`config.mk`:
```
export PLATFORM = sky130hd
export DESIGN_NAME = store_buffer_flat
export DESIGN_NICKNAME = d
export VERILOG_FILES = /design/src/rtl/store_buffer_pkg.sv /design/src/rtl/store_buffer_if.sv /design/src/rtl/store_buffer_fwd_lane.sv /design/src/rtl/store_buffer.sv /design/src/flat_wrapper.sv
export SDC_FILE = /design/constraint.sdc
export NUM_CORES = 1
export LEC_CHECK = 0
export BUFFER_PORTS_ARGS = -buffer_cell sky130_fd_sc_hd__buf_4
export CAP_MARGIN = 0
export CORE_AREA = 4 4 219 221
export DETAILED_ROUTE_END_ITERATION = 12
export DIE_AREA = 0 0 223 225
export PLACE_DENSITY = 0.71
export REMOVE_ABC_BUFFERS = 1
export SYNTH_ARGS = -nofsm -noshare
export SYNTH_HDL_FRONTEND = slang
export SYNTH_SLANG_ARGS = --single-unit
export TNS_END_PERCENT = 1
```
`constraint.sdc`:
```
create_clock -name clk -period 6.42 [get_ports clk]
set_input_delay 1.926 -clock clk [delete_from_list [all_inputs] [get_ports clk]]
set_output_delay 1.926 -clock clk [all_outputs]
set_load 0.02 [all_outputs]
```
`src/rtl/store_buffer_pkg.sv`:
```
// Shared definitions for the store buffer and its neighbours.
// - st_size_e   : store/load size encodings (SZ_B, SZ_H, SZ_W).
// - lane_word_t : byte-enable plus lane-aligned data for one word.
// - size_legal  : alignment/encoding legality of an access.
// - lane_align  : turns (size, addr[1:0], register value) into be + replicated data;
//                 the load-extension logic reuses the same lane mapping.
package store_buffer_pkg;

  typedef enum logic [1:0] {
    SZ_B = 2'b00,
    SZ_H = 2'b01,
    SZ_W = 2'b10,
    SZ_X = 2'b11
  } st_size_e;

  typedef struct packed {
    logic [3:0]  be;
    logic [31:0] data;
  } lane_word_t;

  function automatic logic size_legal(input logic [1:0] size, input logic [1:0] addr_lo);
    case (size)
      SZ_B:    return 1'b1;
      SZ_H:    return ~addr_lo[0];
      SZ_W:    return (addr_lo == 2'b00);
      default: return 1'b0;
    endcase
  endfunction

  function automatic lane_word_t lane_align(input logic [1:0]  size,
                                            input logic [1:0]  addr_lo,
                                            input logic [31:0] data);
    lane_word_t r;
    case (size)
      SZ_B: begin
        r.be   = 4'b0001 << addr_lo;
        r.data = {4{data[7:0]}};
      end
      SZ_H: begin
        r.be   = addr_lo[1] ? 4'b1100 : 4'b0011;
        r.data = {2{data[15:0]}};
      end
      default: begin
        r.be   = 4'b1111;
        r.data = data;
      end
    endcase
    return r;
  endfunction

endpackage

```
`src/rtl/store_buffer_if.sv`:
```
// Bus bundle between the M stage / data memory and the store buffer.
// - st_*  : store request (valid/ready handshake) and the illegal-store pulse.
// - ld_*  : M-stage load address and per-byte forwarding result.
// - dm_*  : data memory write port (dm_ready from memory, the rest to memory).
// master = pipeline/memory side, slave = store buffer.
interface store_buffer_if;
  logic        st_valid;
  logic [31:0] st_addr;
  logic [1:0]  st_size;
  logic [31:0] st_data;
  logic [31:0] st_pc;
  logic        st_ready;
  logic        st_err;

  logic [31:0] ld_addr;
  logic [3:0]  ld_fwd_mask;
  logic [31:0] ld_fwd_word;

  logic        dm_ready;
  logic        dm_we;
  logic [31:0] dm_addr;
  logic [3:0]  dm_be;
  logic [31:0] dm_wdata;
  logic [31:0] dm_pc;

  modport master (
    output st_valid, st_addr, st_size, st_data, st_pc, ld_addr, dm_ready,
    input  st_ready, st_err, ld_fwd_mask, ld_fwd_word,
           dm_we, dm_addr, dm_be, dm_wdata, dm_pc
  );

  modport slave (
    input  st_valid, st_addr, st_size, st_data, st_pc, ld_addr, dm_ready,
    output st_ready, st_err, ld_fwd_mask, ld_fwd_word,
           dm_we, dm_addr, dm_be, dm_wdata, dm_pc
  );
endinterface

```
`src/rtl/store_buffer_fwd_lane.sv`:
```
// sb_fwd_lane: youngest-match select for one byte lane.
// - head       : index of the oldest entry.
// - hit        : per-entry match (valid, same word, lane enabled).
// - lane_bytes : per-entry byte for this lane.
// - fwd        : some pending entry covers this lane.
// - fwd_byte   : byte from the youngest covering entry, 0 when none.
module sb_fwd_lane #(
  parameter  int DEPTH = 4,
  localparam int PTR_W = $clog2(DEPTH)
) (
  input  logic [PTR_W-1:0]      head,
  input  logic [DEPTH-1:0]      hit,
  input  logic [DEPTH-1:0][7:0] lane_bytes,
  output logic                  fwd,
  output logic [7:0]            fwd_byte
);

  logic [PTR_W-1:0] idx;

  // Walk oldest to youngest; a later hit overrides, so the youngest wins.
  always_comb begin
    fwd      = 1'b0;
    fwd_byte = 8'h00;
    idx      = '0;
    for (int k = 0; k < DEPTH; k++) begin
      idx = head + PTR_W'(k);
      if (hit[idx]) begin
        fwd      = 1'b1;
        fwd_byte = lane_bytes[idx];
      end
    end
  end

endmodule

```
`src/rtl/store_buffer.sv`:
```
// store_buffer: FIFO of lane-aligned stores between the M stage and data memory.
// - clk, reset : clock, synchronous active-high reset.
// - bus        : store request, load forwarding and data memory write port.
// - count      : occupancy; empty = (count == 0).
// Stores drain one per cycle from the head; loads see every queued byte,
// youngest store first, until the write has landed in memory.
module store_buffer #(
  parameter  int DEPTH = 4,
  localparam int PTR_W = $clog2(DEPTH)
) (
  input  logic             clk,
  input  logic             reset,
  store_buffer_if.slave    bus,
  output logic [PTR_W:0]   count,
  output logic             empty
);
  import store_buffer_pkg::*;

  logic [29:0]      waddr_q [DEPTH];
  logic [3:0]       be_q    [DEPTH];
  logic [31:0]      data_q  [DEPTH];
  logic [31:0]      pc_q    [DEPTH];
  logic [DEPTH-1:0] vld_q;

  logic [PTR_W-1:0] head_q;
  logic [PTR_W-1:0] tail_q;
  logic [PTR_W:0]   count_q;
  logic             err_p1;

  lane_word_t enc_p0;
  logic       legal_p0;
  logic       push;
  logic       pop;

  assign legal_p0 = size_legal(bus.st_size, bus.st_addr[1:0]);
  assign enc_p0   = lane_align(bus.st_size, bus.st_addr[1:0], bus.st_data);

  assign bus.dm_we    = (count_q != '0);
  assign pop          = bus.dm_we && bus.dm_ready;
  // A popping head frees its slot at the same edge, so a full queue still accepts.
  assign bus.st_ready = (count_q < (PTR_W+1)'(DEPTH)) || pop;
  assign push         = bus.st_valid && bus.st_ready && legal_p0;

  // ---- request -> queue (edge) ----
  always_ff @(posedge clk) begin
    if (reset) begin
      head_q  <= '0;
      tail_q  <= '0;
      count_q <= '0;
      vld_q   <= '0;
      err_p1  <= 1'b0;
    end else begin
      if (pop) begin
        head_q        <= head_q + PTR_W'(1);
        vld_q[head_q] <= 1'b0;
      end
      // Placed after the pop so a full-queue push into the freed slot stays valid.
      if (push) begin
        tail_q        <= tail_q + PTR_W'(1);
        vld_q[tail_q] <= 1'b1;
      end
      count_q <= count_q + (PTR_W+1)'(push) - (PTR_W+1)'(pop);
      err_p1  <= bus.st_valid && bus.st_ready && !legal_p0;
    end
  end

  always_ff @(posedge clk) begin
    if (push) begin
      waddr_q[tail_q] <= bus.st_addr[31:2];
      be_q[tail_q]    <= enc_p0.be;
      data_q[tail_q]  <= enc_p0.data;
      pc_q[tail_q]    <= bus.st_pc;
    end
  end

  // ---- queue -> memory / forwarding (combinational) ----
  assign bus.st_err   = err_p1;
  assign bus.dm_addr  = bus.dm_we ? {waddr_q[head_q], 2'b00} : 32'h0;
  assign bus.dm_be    = bus.dm_we ? be_q[head_q]   : 4'h0;
  assign bus.dm_wdata = bus.dm_we ? data_q[head_q] : 32'h0;
  assign bus.dm_pc    = bus.dm_we ? pc_q[head_q]   : 32'h0;
  assign count        = count_q;
  assign empty        = (count_q == '0);

  logic       fwd_hit  [4];
  logic [7:0] fwd_byte [4];

  for (genvar l = 0; l < 4; l++) begin : g_lane
    logic [DEPTH-1:0]      hit;
    logic [DEPTH-1:0][7:0] lb;

    always_comb begin
      hit = '0;
      lb  = '0;
      for (int e = 0; e < DEPTH; e++) begin
        hit[e] = vld_q[e] && (waddr_q[e] == bus.ld_addr[31:2]) && be_q[e][l];
        lb[e]  = data_q[e][8*l +: 8];
      end
    end

    sb_fwd_lane #(.DEPTH(DEPTH)) u_lane (
      .head       (head_q),
      .hit        (hit),
      .lane_bytes (lb),
      .fwd        (fwd_hit[l]),
      .fwd_byte   (fwd_byte[l])
    );
  end

  assign bus.ld_fwd_mask = {fwd_hit[3], fwd_hit[2], fwd_hit[1], fwd_hit[0]};
  assign bus.ld_fwd_word = {fwd_byte[3], fwd_byte[2], fwd_byte[1], fwd_byte[0]};

  // Loads are word-granular here; the byte offset is used by the consumer.
  logic unused_ld_lo;
  assign unused_ld_lo = ^bus.ld_addr[1:0];

endmodule

```
`src/flat_wrapper.sv`:
```
// flat-port wrapper written by rule: the top's interface ports become plain ports
module store_buffer_flat import store_buffer_pkg::*;
#(
  parameter  int DEPTH = 4,
  localparam int PTR_W = $clog2(DEPTH)
)
  (clk, reset, count, empty, bus_st_valid, bus_st_addr, bus_st_size, bus_st_data, bus_st_pc, bus_ld_addr, bus_dm_ready, bus_st_ready, bus_st_err, bus_ld_fwd_mask, bus_ld_fwd_word, bus_dm_we, bus_dm_addr, bus_dm_be, bus_dm_wdata, bus_dm_pc);
  store_buffer_if bus_i ();
  input  logic clk;
  input  logic reset;
  output logic [PTR_W:0] count;
  output logic empty;
  input wire logic [$bits(bus_i.st_valid)-1:0] bus_st_valid;
  input wire logic [$bits(bus_i.st_addr)-1:0] bus_st_addr;
  input wire logic [$bits(bus_i.st_size)-1:0] bus_st_size;
  input wire logic [$bits(bus_i.st_data)-1:0] bus_st_data;
  input wire logic [$bits(bus_i.st_pc)-1:0] bus_st_pc;
  input wire logic [$bits(bus_i.ld_addr)-1:0] bus_ld_addr;
  input wire logic [$bits(bus_i.dm_ready)-1:0] bus_dm_ready;
  output wire logic [$bits(bus_i.st_ready)-1:0] bus_st_ready;
  output wire logic [$bits(bus_i.st_err)-1:0] bus_st_err;
  output wire logic [$bits(bus_i.ld_fwd_mask)-1:0] bus_ld_fwd_mask;
  output wire logic [$bits(bus_i.ld_fwd_word)-1:0] bus_ld_fwd_word;
  output wire logic [$bits(bus_i.dm_we)-1:0] bus_dm_we;
  output wire logic [$bits(bus_i.dm_addr)-1:0] bus_dm_addr;
  output wire logic [$bits(bus_i.dm_be)-1:0] bus_dm_be;
  output wire logic [$bits(bus_i.dm_wdata)-1:0] bus_dm_wdata;
  output wire logic [$bits(bus_i.dm_pc)-1:0] bus_dm_pc;
  assign bus_i.st_valid = bus_st_valid;
  assign bus_i.st_addr = bus_st_addr;
  assign bus_i.st_size = bus_st_size;
  assign bus_i.st_data = bus_st_data;
  assign bus_i.st_pc = bus_st_pc;
  assign bus_i.ld_addr = bus_ld_addr;
  assign bus_i.dm_ready = bus_dm_ready;
  assign bus_st_ready = bus_i.st_ready;
  assign bus_st_err = bus_i.st_err;
  assign bus_ld_fwd_mask = bus_i.ld_fwd_mask;
  assign bus_ld_fwd_word = bus_i.ld_fwd_word;
  assign bus_dm_we = bus_i.dm_we;
  assign bus_dm_addr = bus_i.dm_addr;
  assign bus_dm_be = bus_i.dm_be;
  assign bus_dm_wdata = bus_i.dm_wdata;
  assign bus_dm_pc = bus_i.dm_pc;
  store_buffer #(.DEPTH(DEPTH)) u_core (.clk(clk), .reset(reset), .bus(bus_i), .count(count), .empty(empty));
endmodule
```
Word level (Yosys, flattened, before mapping). Memories as Yosys holds them, arrays and structs flattened. A register that Yosys moved wholly into a read port is not among the register bits. Index checks and enable logic that the tools add are counted.

Magnitude comparators: 8. Add/sub/neg operators: 6. Shift operators: 1. Bitwise logic cells: 4. Reductions and logical operators: 32. Equal/unequal tests: 6. Multiplexer cells: 120.

Operators by type and width (number): 8-bit binary-select mux with 2-bit select (16); 8-bit two-way mux (32); 30-bit equality test (4); 32-bit two-way mux (3); 36-bit one-hot mux with 2 select lines (1); 1-bit two-way mux (36); 1-bit binary-select mux with 2-bit select (16); 1-bit logical AND (26); 4-bit two-way mux (5); 2-bit two-way mux (8); 2-bit by 3-bit less-than comparator with 1-bit output, second input constant (5); 2-bit by 1-bit adder with 2-bit output, second input constant (2); 2-bit adder, second input constant (2); 4-bit bitwise AND (1); 1-bit demux with 2-bit select (2); 2-bit by 1-bit >= comparator with 1-bit output, second input constant (2); 2-bit zero test (2); 4-bit inverter (1); 4-bit bitwise OR (1); 1-bit by 2-bit << shifter with 4-bit output, first input constant (1); 3-bit by 1-bit adder with 3-bit output (1); 3-bit zero test (1); 3-bit less-than comparator, second input constant (1); 1-bit one-hot mux with 3 select lines (1); other kinds (7) (7).

Memories kept: 4. Bits in writable memories: 392. Register bits: 12.

Memory list: u_core.data_q (words 4, width 32, read ports 5, clocked after memory_dff 1, wr ports 1, line store_buffer.sv:21) `logic [31:0] data_q [DEPTH];`; u_core.pc_q (words 4, width 32, read ports 1, clocked after memory_dff 1, wr ports 1, line store_buffer.sv:22) `logic [31:0] pc_q [DEPTH];`; u_core.waddr_q (words 4, width 30, read ports 5, clocked after memory_dff 1, wr ports 1, line store_buffer.sv:19) `logic [29:0] waddr_q [DEPTH];`; u_core.be_q (words 4, width 4, read ports 5, clocked after memory_dff 1, wr ports 1, line store_buffer.sv:20) `logic [3:0] be_q [DEPTH];`.

Depth between registers and ports, before layout. Gate-level depths: netlist of run 1.

Word-level depth: 10. Mapped depth: 14. Gate-level depth less buffers: 9.

Cells and area by module. Synthesis of run 1 repeated with hierarchy kept, for this count alone.

Cells, all modules: 1318. Area total of the unflattened synthesis: 22118.7 um^2.

By module, submodules not included: store_buffer (cells an instance 954, area each 17439.2 um^2, instances 1); sb_fwd_lane (cells an instance 91, area each 1169.9 um^2, instances 4).

Worst setup path before layout of run 1. OpenSTA, ideal clock, no wires.

Path kind: input -> output. Start point: input bus_ld_addr[26]. End point: output bus_ld_fwd_word[19]. Setup slack: 0.322 ns. Arrival time: 4.172 ns. Stages on the path: 10. Path through: clkbuf_1 -> xnor2_1 -> nand4_1 -> or4_4 -> nor2_4 -> nand2_1 -> mux4_2 -> buf_6 -> o211ai_2 -> o221ai_1.

Cells in the longest elaborated chain, start to end: 9. Elaborated cells between the ends (all ways): 24.

Ends and longest elaborated chain: start: declaration (line flat_wrapper.sv:18) `input wire logic [$bits(bus_i.ld_addr)-1:0] bus_ld_addr;`; 30-bit equality test (line store_buffer.sv:96) `hit[e] = vld_q[e] && (waddr_q[e] == bus.ld_addr[31:2]) && be_q[e][l];`; 1-bit logical AND (2 in series) (line store_buffer.sv:96); 1-bit binary-select mux with 2-bit select (line store_buffer_fwd_lane.sv:27) `if (hit[idx]) begin`; 1-bit two-way mux (not written as such) (line store_buffer_fwd_lane.sv:27); 8-bit two-way mux (3 in series) (line store_buffer_fwd_lane.sv:27); 8-bit two-way mux (*) (line store_buffer_fwd_lane.sv:27); end: declaration (line flat_wrapper.sv:23) `output wire logic [$bits(bus_i.ld_fwd_word)-1:0] bus_ld_fwd_word;`.

Every way passes the cells marked *; elsewhere a longest branch is shown, timed or not. The select of a mux whose other input is x is not followed.

Worst setup path in the final report of run 1.
Start point: input bus_ld_addr[3]. End point: output bus_ld_fwd_word[9].

The elaborated chain is that of the path after synthesis.

==> impl_metrics.toml, run 1 <==
[synth]
yosysSeqAreaShare_pct = 52.8
synthCells = 1562
yosysUniqueCellTypes = 75
synth_top_cell_area_share_pct = 51.6
synth_top_area_cell = "edfxtp_1"
synth-async-reset-ratio_pct = 0
synth_edf_count = 392
netlist_area_um2 = 22800
ys.flop_type = "edfxtp_1"
synthTopCellsByArea = "edfxtp_1 52%, mux4_2 16%, xnor2_1 4.8%, and2_1 3.1%, mux2i_1 2.9%"
ys_ff_latch = 406
yosys.cell_count.top_type = "edfxtp_1"
synth_common_cells = "392 x edfxtp_1, 163 x mux4_2, 124 x xnor2_1"
yosys_warnings = 0
syn_area_per_cell_um2 = 14.6

[timing]
timing_hold_violations_final = 0
relSlewSlack_pct = 25.7
slew_viol_final = 0
clock.fmax_mhz = 153
rsz0062_at_grt = "true"
fin_skew_ps = 10.8
fin_crit_sh_pct = 102
tightest_slew_ps = 1110
setup_viol_count_final = 26
fin_crit_ps = 6540
fin_ws_ps = -124
setup-tns-final_ps = -2200

[setup_path]
worstReg2RegEnd = "u_core.count[2]"
endpoint_kind = "primary output"
cp_data_arrival_time_ps = 4620
r2r_slack_ps = 2870
crit_required_ps = 4490
critPathMaxFanout = 8
path_class = "input pin to primary output"
r2r-start = "u_core.count[2]"
r2r_cells = 10
worstSetupStartpointType = "input pin"

[floorplan]
pin_count = 277
die_area_um2 = 50200
start_util_pct = 49.4
die_x_um = 223
fp.coreArea_um2 = 46200
rows = 79
die_y_um = 225

[clocking]
insertion_delay_ps = 580
clockBufferDepth = 3
cts-root-buf = "clkbuf_16"
htree_levels = 2
cts.sinks = 406
cts_tree = "built"
numCtsBuffers = 45
clk_pin_slew_ps = 60

[route]
antenna_left = 0
vias_per_cell = 6.16
wl_mm = 66.8
dr.pass1.iters = 6
drc = 0
via_count = 16055
drt-initial-drc-count = 1500
routedWlPerCell_um = 25.6

[placement]
dp_hpwl_mm = 44.8
io_buffers = 272
dp.cells = 2502
gp_congestion = 0.921

[pwr]
powerDensity_nw_per_um2 = 345
finalPower_mw = 10.1
total_leakage_power_nw = 10.5
ir_worst_vdd_mv = 0.275

[min_path]
worstHoldStart = "u_core.tail_q[1]"
hold_end = "u_core.tail_q[1]"
min_path_cells = 2
hold_class = "flip-flop to flip-flop"

[outcome]
status = "finished, violations left"
violations = "negative setup slack"

[global_route]
busiest_layer = "met2"
use_met2_pct = 41.7
antenna_found_initial = 4
grt_pass1_vias = 16355
grt_use_met1_pct = 33.6
grt_max_degree = 151
grt_overflow_total = 0
met3_usage_pct = 6.25
grt_pass1_wl_mm = 97.9
gr-usage-all-layers_pct = 25.5

[layout]
drive_gt1_share_pct = 46.6
finalNonFillerCells = 2606
nNetsFinal = 2106
filler_cell_count = 3332
syn_to_final_growth_pct = 28.6

[run]
drv_cap = 0
-- where the power goes --
group,leakage (nW),internal [mW],switching (mW)
Sequential,3.67,3.03,0.122
Combinational,6.08,2.05,2.31
Clock,0.741,1.55,1.05
-- area by class of cell --
cell class | instances | area [um^2] | share of cell area, %
inverters | 13 | 48.8 | 0.166
multi-input cells | 1020 | 11100 | 37.9
diodes | 3 | 7.51 | 0.0256
flip-flops and latches | 406 | 12100 | 41.1
well taps | 607 | 759 | 2.59
repair buffers | 475 | 3840 | 13.1
clock inverters | 34 | 329 | 1.12
clock buffers | 48 | 1160 | 3.95
-- layout by cell type, fill, tap and decap left out, drive strengths merged, types with 7 or more instances in the layout --
cell	count
o21ai	19
xnor2	124
nor4	15
o211ai	25
ha	10
mux2	78
mux2i	66
inv	11
buf	475
and4	10
nor3	12
a31o	8
nand4	84
nand2	72
and2	112
clkbuf	48
a211oi	7
mux4	164
a21oi	27
o31ai	14
clkinv	30
nand3	23
a41oi	13
nor2	69
dfxtp	14
edfxtp	392
-- routing by layer --
metal  share of wire, %  vias to the layer above
li1                   -                     7053
met1                 38                     8066
met2                 49                      800
met3                9.0                      136
met4                3.2                        0
met5                  0                        -
-- what timing repair did --
item	4_1_cts	5_1_grt
setup endpoints to repair	32	32
hold buffers	0	0
cloned	1	0
resized for setup	92	93
setup buffers	9	9
pin swaps	41	55
-- sequential cells by signal, indices dropped and copies added, names as in the netlist, named ones only --
register,count
u_core.waddr_q,120
u_core.count,3
u_core.data_q,128
u_core.vld_q,4
u_core.be_q,16
u_core.tail_q,2
u_core.pc_q,128
u_core.head_q,2
u_core.bus.st_err,1
-- through the flow --
stage               worst slack (ps)  hold WS, ps  utilization [%]  cell area [um^2]
floorplan                      -6640          478                -             22200
global placement                -347          530             57.5             26500
detailed placement              -371          547             57.5             26500
CTS                            -71.0          558             62.0             28600
global route                    -174          595             63.5             29300
finish                          -124          564             63.5             29300
-- worst max-delay path: stages --
cell     delay, ps
buf_12         110
buf_8          120
xnor2_4        170
nand4_1        170
or4_4          620
nor2_4         250
nand2_2         80
mux4_2         640
mux2_4         380
buf_6          130
-- worst max path at each step --
stage	startpoint	endpoint	slack [ps]	cells past startpoint
finish	bus_ld_addr[3]	bus_ld_fwd_word[9]	-120	10
global route	bus_ld_addr[3]	bus_ld_fwd_word[19]	-170	11
CTS	bus_ld_addr[21]	bus_ld_fwd_word[9]	-70	11
detailed placement	bus_ld_addr[24]	bus_ld_fwd_word[23]	-370	11
global placement	bus_ld_addr[24]	bus_ld_fwd_word[23]	-350	11
floorplan	u_core.head_q[0]	bus_ld_fwd_word[6]	-6640	9
-- cells by family after synthesis --
group,share of synthesized area (%)
compound gates,4.94
xor+xnor,4.76
fa+ha+maj,0.636
buf+inv,2.88
flops,52.8
mux,23.2
other cells,0.0164
simple gates,10.7
Power figures use the tool's default switching activity.
==> run 2, diff against run 1 <==
--- a/config.mk
+++ b/config.mk
@@ -10,7 +10,7 @@
 export CORE_AREA = 4 4 219 221
 export DETAILED_ROUTE_END_ITERATION = 12
 export DIE_AREA = 0 0 223 225
-export PLACE_DENSITY = 0.71
+export PLACE_DENSITY = 0.7
 export REMOVE_ABC_BUFFERS = 1
 export SYNTH_ARGS = -nofsm -noshare
 export SYNTH_HDL_FRONTEND = slang
==> run 2 against run 1 <==
  * Clock power about the same
  * Global-route usage rose by 0.15 points
  * The run still ends with negative setup slack left
  * Routed wire length fell by 1.8%
==> impl_metrics.toml, run 2 (same netlist as run 1, synthesis figures left out) <==
[timing]
fin_ws_ps = -46.5
timing_hold_violations_final = 0
fin_crit_sh_pct = 101
rsz0062_at_grt = "true"
slew_viol_final = 0
relSlewSlack_pct = 20.2
fin_crit_ps = 6470
clock.fmax_mhz = 155
setup_viol_count_final = 22
fin_skew_ps = 26.1
tightest_slew_ps = 1200

[setup_path]
worstSetupStartpointType = "input pin"
endpoint_kind = "primary output"
critPathMaxFanout = 5
r2r-start = "u_core.count[1]"
path_class = "input pin to primary output"
crit_required_ps = 4490
crit_path_start = "bus_ld_addr[15]"
cp_data_arrival_time_ps = 4540

[clocking]
htree_levels = 2
clk_pin_slew_ps = 60
numCtsBuffers = 44
cts.sinks = 406
clockBufferDepth = 3
cts-root-buf = "clkbuf_16"
cts_tree = "built"
insertion_delay_ps = 590

[placement]
io_buffers = 272
dp_slack_ps = -286
dp_hpwl_mm = 43.6
gp_congestion = 0.939

[floorplan]
die_x_um = 223
pin_count = 277
start_util_pct = 49.4
die_area_um2 = 50200
rows = 79
fp.coreArea_um2 = 46200
die_y_um = 225

[pwr]
intPower_mw = 6.64
ir_worst_vdd_mv = 0.296
p_seq_share_pct = 31.6
combinationalPowerShare_pct = 42.5
p_switching_mw = 3.46
total_leakage_power_nw = 10.6
powerDensity_nw_per_um2 = 342
clkPwrFrac_pct = 25.9
switching_share_pct = 34.3

[global_route]
grt_pass1_wl_mm = 99.1
grt_pass1_vias = 16530
grt_overflow_total = 0
gr-usage-all-layers_pct = 25.7
antenna_found_initial = 0
grt_max_degree = 102

[layout]
final_cell_mix = "440 x buf_4, 392 x edfxtp_1, 164 x mux4_2"
multiInputGateArea_um2 = 11100
reg_top3 = "u_core.data_q x128, u_core.pc_q x128, u_core.waddr_q x120"
seq_area_um2 = 12100
drive_gt1_share_pct = 47.2
final_common_cell = "buf_4"
nNetsFinal = 2123
final_util_pct = 63.9
antennaDiodeCount = 0
filler_cell_count = 3363
syn_to_final_growth_pct = 29.4

[route]
drc = 0
via_count = 16165
vias_per_cell = 6.17
routedWlPerCell_um = 25.0
wl_mm = 65.6
dr.pass1.iters = 7
drt-initial-drc-count = 1492
antenna_left = 0

[outcome]
violations = "negative setup slack"
status = "finished, violations left"

[min_path]
hold_class = "flip-flop to flip-flop"
worstHoldStart = "u_core.vld_q[2]"

[run]
drv_cap = 0
## run 2: cell count changes in the layout (fill, tap and decap cells not counted), moves of 4 or more
cell        before  now
nor4_1           1    6
clkinvlp_4       0    4
clkbuf_1         2    6
a41oi_2          3    7
nor4_2           8    3
buf_12          10   14
buf_4          428  440
a41oi_1         10    6
clkinv_2        13    8
## run 2: power groups by stage
stage | combinational [mW] | clock [mW] | sequential (mW)
final | 4.30 | 2.61 | 3.19
after global routing | 4.59 | 2.77 | 3.22
after CTS | 4.30 | 2.65 | 3.20
after detailed placement | 4.21 | 0 | 3.25
after global placement | 4.17 | 0 | 3.24
after floorplan | 2.68 | 0 | 3.43
## run 2: stage by stage
| stage | instances | area (um^2) | hold WS, ps | setup TNS, ps | total power [mW] |
|---|---|---|---|---|---|
| after global routing | 2620 | 29500 | 568 | -3020 | 10.6 |
| after detailed placement | 2512 | 26700 | 526 | -5060 | 7.46 |
| after floorplan | 1438 | 22200 | 478 | -260710 | 6.11 |
| after CTS | 2611 | 29100 | 540 | -11.0 | 10.1 |
| final | 2620 | 29500 | 550 | -485 | 10.1 |
| after global placement | 2512 | 26700 | 516 | -4360 | 7.42 |
## run 2: critical path, stage by stage
cell and delay (ps):
buf_6 130, xnor2_2 150, buf_4 160, nand4_1 130, or4_4 590, nor2_4 210
nand2_2 100, mux4_2 610, o211ai_4 190, o221ai_2 160, buf_4 170
## run 2: worst paths after layout
path / end / cells after the start / slack [ps]
max reg2reg: u_core.count[2] / 9 / 3300
min reg2reg: u_core.vld_q[2] / 2 / 550
max: bus_ld_fwd_word[20] / 11 / -50
min: u_core.vld_q[2] / 2 / 550
## run 2: area by class of cell
type,instances,share of cell area (%)
inverters,13,0.165
clock buffers,52,3.98
clock inverters,29,1.06
multi-input cells,1020,37.7
well taps,607,2.57
flip-flops and latches,406,40.9
repair buffers,493,13.7
## run 2: layer usage
metal	global-route usage (%)	vias up	wire, um
li1	-	7079	-
met5	0	-	0
met1	33.5	8209	25600
met2	43.9	739	32800
met3	5.22	138	5340
met4	7.76	0	1830
## run 2: timing repair
item | 4_1_cts | 5_1_grt
endpoints found under the setup margin | 32 | 32
gates resized for setup | 124 | 62
hold buffers | 0 | 0
setup buffers | 19 | 10
cloned | 1 | 0
pin swaps | 56 | 48
